$ cat config.mk
export PLATFORM = sky130hd
export DESIGN_NAME = tug_of_war_field
export DESIGN_NICKNAME = d
export VERILOG_FILES = /design/src/rtl/tug_of_war_field.sv
export SDC_FILE = /design/constraint.sdc
export NUM_CORES = 1
export LEC_CHECK = 0
export ABC_AREA = 1
export CORE_UTILIZATION = 45
export CTS_CLUSTER_DIAMETER = 80
export CTS_CLUSTER_SIZE = 40
export DETAILED_ROUTE_END_ITERATION = 16
export PLACE_DENSITY = 0.71
export SLEW_MARGIN = 25
export SYNTH_ARGS = -nofsm -noshare
export SYNTH_HDL_FRONTEND = slang
export SYNTH_SLANG_ARGS = --single-unit
$ cat constraint.sdc
create_clock -name Clock -period 4.2 [get_ports Clock]
set_input_delay 1.26 -clock Clock [delete_from_list [all_inputs] [get_ports Clock]]
set_output_delay 1.26 -clock Clock [all_outputs]
set_load 0.01 [all_outputs]
$ cat src/rtl/tug_of_war_field.sv
// Tug-of-war playfield: one lit LED pulled left/right by player presses, with rounds, serve gaps and a match winner.
// Optional build macro TOW_EDGE_DETECT_EN turns keys into one-shot presses; when undefined, held keys act every cycle.
module tug_of_war_field #(
    parameter int NUM_LIGHTS   = 9,
    parameter int WIN_ROUNDS   = 7,
    parameter int SERVE_CYCLES = 4,
    localparam int SW          = $clog2(WIN_ROUNDS + 1)
) (
    input  logic                  Clock,
    input  logic                  Reset,
    input  logic                  L,
    input  logic                  R,
    output logic [NUM_LIGHTS:1]   lights,
    output logic [SW-1:0]         leftScore,
    output logic [SW-1:0]         rightScore,
    output logic [1:0]            pointWinner,
    output logic [1:0]            matchWinner
);
    localparam int PW = $clog2(NUM_LIGHTS + 1);
    localparam int CW = $clog2(SERVE_CYCLES + 1);
    localparam int C  = (NUM_LIGHTS + 1) / 2;
    localparam logic [PW-1:0]       POS_C    = PW'(C);
    localparam logic [PW-1:0]       POS_MAX  = PW'(NUM_LIGHTS);
    localparam logic [PW-1:0]       POS_MIN  = PW'(1);
    localparam logic [NUM_LIGHTS:1] LIGHTS_1 = NUM_LIGHTS'(1);
    localparam logic [NUM_LIGHTS:1] LIGHTS_C = LIGHTS_1 << (C - 1);

    typedef enum logic [1:0] {PLAY, SERVE, DONE} state_t;

    state_t                state_q, state_d;
    logic [PW-1:0]         pos_q, pos_d;
    logic [CW-1:0]         cnt_q, cnt_d;
    logic [SW-1:0]         left_q, left_d, right_q, right_d;
    logic [1:0]            pw_q, pw_d, mw_q, mw_d;
    logic [NUM_LIGHTS:1]   lights_q, lights_d;
    logic                  pl, pr, press_l, press_r;

`ifdef TOW_EDGE_DETECT_EN
    logic lprev_q, rprev_q;

    always_ff @(posedge Clock or negedge Reset) begin
        if (!Reset) begin
            lprev_q <= 1'b0;
            rprev_q <= 1'b0;
        end else begin
            lprev_q <= L;
            rprev_q <= R;
        end
    end

    assign pl = L & ~lprev_q;
    assign pr = R & ~rprev_q;
`else
    assign pl = L;
    assign pr = R;
`endif

    // Both players pressing together cancels out.
    assign press_l = pl & ~pr;
    assign press_r = pr & ~pl;

    always_comb begin
        state_d = state_q;
        pos_d   = pos_q;
        cnt_d   = cnt_q;
        left_d  = left_q;
        right_d = right_q;
        pw_d    = pw_q;
        mw_d    = mw_q;
        case (state_q)
            PLAY: begin
                if (press_l) begin
                    if (pos_q == POS_MAX) begin
                        left_d = left_q + SW'(1);
                        pw_d   = 2'b01;
                        if (int'(left_q) + 1 == WIN_ROUNDS) begin
                            state_d = DONE;
                            mw_d    = 2'b01;
                        end else begin
                            state_d = SERVE;
                            cnt_d   = CW'(SERVE_CYCLES - 1);
                        end
                    end else begin
                        pos_d = pos_q + PW'(1);
                    end
                end else if (press_r) begin
                    if (pos_q == POS_MIN) begin
                        right_d = right_q + SW'(1);
                        pw_d    = 2'b10;
                        if (int'(right_q) + 1 == WIN_ROUNDS) begin
                            state_d = DONE;
                            mw_d    = 2'b10;
                        end else begin
                            state_d = SERVE;
                            cnt_d   = CW'(SERVE_CYCLES - 1);
                        end
                    end else begin
                        pos_d = pos_q - PW'(1);
                    end
                end
            end
            SERVE: begin
                if (cnt_q == '0) begin
                    state_d = PLAY;
                    pos_d   = POS_C;
                    pw_d    = 2'b00;
                end else begin
                    cnt_d = cnt_q - CW'(1);
                end
            end
            default: ;
        endcase
        // Decode the next position here so the LED row comes straight from a flop.
        lights_d = (state_d == PLAY) ? (LIGHTS_1 << (pos_d - POS_MIN)) : '0;
    end

    always_ff @(posedge Clock or negedge Reset) begin
        if (!Reset) begin
            state_q  <= PLAY;
            pos_q    <= POS_C;
            cnt_q    <= '0;
            left_q   <= '0;
            right_q  <= '0;
            pw_q     <= 2'b00;
            mw_q     <= 2'b00;
            lights_q <= LIGHTS_C;
        end else begin
            state_q  <= state_d;
            pos_q    <= pos_d;
            cnt_q    <= cnt_d;
            left_q   <= left_d;
            right_q  <= right_d;
            pw_q     <= pw_d;
            mw_q     <= mw_d;
            lights_q <= lights_d;
        end
    end

    assign lights      = lights_q;
    assign leftScore   = left_q;
    assign rightScore  = right_q;
    assign pointWinner = pw_q;
    assign matchWinner = mw_q;
endmodule
==> metrics.txt <==
status complete, no violations; Worst Path Max Fanout 9; drt pass-1 iters 4; Routed WL per cell 11.3 µm; global route total overflow 0; Worst Path Required ~4.4 ns; Inserted Clock Buffers 3; I/O Buffers 22; IO Pins 23; # Post-CTS Setup Buffers 0; Post-Route Utilization 56.6%; Final TNS setup 0 ns; Final Net Count 248; FF-to-FF End matchWinner[1]; Hold Startpoint pointWinner[0]; overall routed net length between 3000 and 4000 µm; Max-slew headroom 72.4%; Worst Path Arrival approximately 3.2 ns; Post-Syn Nets ~220; placed cell count 275; gate count after technology mapping about 210; Finished Layout Cells 279; synthesis warning total 0; Die X 63.9 µm; post-route minimum period 2.99 ns; antenna cell count 0; Syn Area/Cell 8.38 µm²; Hold Path Class flip-flop to flip-flop; vias in the first global route 1271; area grow syn2layout 19.9%; hold path endpoint pointWinner[0]; antenna violations before repair 0; Slew Viols, Final 0; Syn Std Cell Area 1730 µm²; post-synthesis register bit count 28; slew of the pin with the lowest slew margin 0.414 ns; DP HPWL 2440 µm; PostCTS Resize Cnt 0; total power per unit cell area 242 nW/µm²; first-pass GRT wire length roughly 5800 µm; Startpoint Class primary input; hold slack 0.493 ns; crit end category flip-flop; RSZ-0062 raised after global routing false; Lkg Pwr about 0.00093 µW; Place WS 0.934 ns; FF-to-FF Start pos_q[1]; Fin. Hold Viols 0; Max Root-Sink Buffers 2; post-synthesis sequential area ratio 40.8%; worst setup margin 1.21 ns; Max VDD drop between 0.1 and 0.15 mV; max cap viols 0; CTS Hold Buffers Added 0; Iteration-0 DRC Markers 57; Clock transition at path regs 0.09 ns; gr usage total 18.0%; via count about 1400; # clock sinks 28; clock skew 0.00325 ns; hold depth 2; clock latency at the later pin of the worst-skew pair roughly 0.28 ns; htree depth 1; Die Y 63.9 µm; Clock Tree Root clkbuf_8; core area ~3700 µm²; die area ~4100 µm²; Netlist cell types 29; Crit Path Category primary input to flip-flop; drc violations 0; fin crit share 71.3%; Avg Vias per Cell approximately 4.9; FP Rows 22; reg2reg setup slack approximately 2.3 ns; CTS tree done; largest net degree at the start of global routing 29; initial core utilization 47.2%; layout cells sized above 1 15.2%; fmax 0.334 GHz; r2r worst-path depth 7; ANT nets after route 0; routability cong. approximately 0.83; Setup violations, final 0
[sequential cells by signal (all words and copies together), names as in the netlist]
signal,count
pointWinner,2
leftScore,3
rightScore,3
matchWinner,2
state_q,2
cnt_q,3
lights,9
pos_q,4
[how the worst max path moves through the flow]
stage | to | from
after global routing | pointWinner[0] | R
after CTS | matchWinner[1] | R
after global placement | matchWinner[1] | R
final | matchWinner[1] | R
after detailed placement | matchWinner[1] | R
after floorplan | lights[1] | L
[cells in the mapped netlist]
library cell	number	area [µm²]
a21boi_0	1	7.51
a21oi_1	4	20.0
a21oi_2	1	8.76
buf_6	1	11.3
clkbuf_1	1	3.75
dfrtp_1	25	626
dfstp_2	3	78.8
ha_1	12	150
inv_1	20	75.1
inv_2	6	22.5
inv_4	2	12.5
nand2_1	47	176
nand2_2	4	25.0
nand2_4	1	11.3
nand3_1	13	65.1
nand3_2	1	10.0
nand3_4	3	52.6
nand3b_1	2	15.0
nand4_1	9	56.3
nor2_1	23	86.3
nor2_4	6	67.6
nor3b_1	1	7.51
o21a_1	1	7.51
o21ai_0	8	40.0
o21ai_2	3	26.3
o31ai_1	3	22.5
or2_0	1	6.26
xnor2_1	1	8.76
xor2_1	3	26.3
[per-stage QoR]
step                      instance area [µm²]  total power (µW)
final                                    2070               501
after global routing                     2070               525
after CTS                                2070               510
after detailed placement                 2000               293
after global placement                   2000               293
after floorplan                          1730               283
[worst max-delay path, cell delays in order]
cell             delay, ns
clkdlybuf4s50_1       0.44
inv_1                 0.07
ha_1                  0.40
inv_2                 0.16
a21oi_1               0.26
nor3b_1               0.34
nand2_1               0.11
o21a_1                0.12
[power breakdown]
group | internal, µW | leakage, µW | switching (µW)
Sequential | 270 | 0.000334 | 0
Combinational | 5.66 | 0.000565 | 12.2
Clock | 128 | 0.0000357 | 85.7
Total | 403 | 0.000934 | 97.9
[metal layers]
metal	routed length (µm)	global-route usage (%)	vias to the layer above
li1	-	-	714
met1	1560	26.2	641
met2	1530	28.2	10
met3	51	2.14	3
met4	21	4.26	0
met5	0	0	-
[layout make-up]
class / instances / area, µm²
clock buffer: 3 / 41.3
clock inverter: 1 / 30.0
fill: 358 / 1590
inverter: 28 / 110
multi-input combinational: 148 / 897
sequential: 28 / 704
tap: 48 / 60.1
timing repair buffer: 23 / 228
[logic make-up (layout without fill, tap and decap cells)]
kind of cell	Yosys count	in the layout	synth area share, %
and+or+nand+nor	111	111	33.5
adders and majority gates	12	12	8.70
xor gates and xnor gates	4	4	2.03
buffers and inverters	30	55	7.25
DFF	28	28	40.8
AOI/OAI and AO/OA	21	21	7.68
[layout by cell type, fill, tap and decap left out, types with 8 or more instances in the layout]
cell	instances
inv_1	20
nor2_1	23
nand3_1	13
ha_1	12
dfrtp_1	25
nand2_1	47
o21ai_0	8
clkdlybuf4s50_1	22
nand4_1	9
Power figures use the tool's default switching activity.
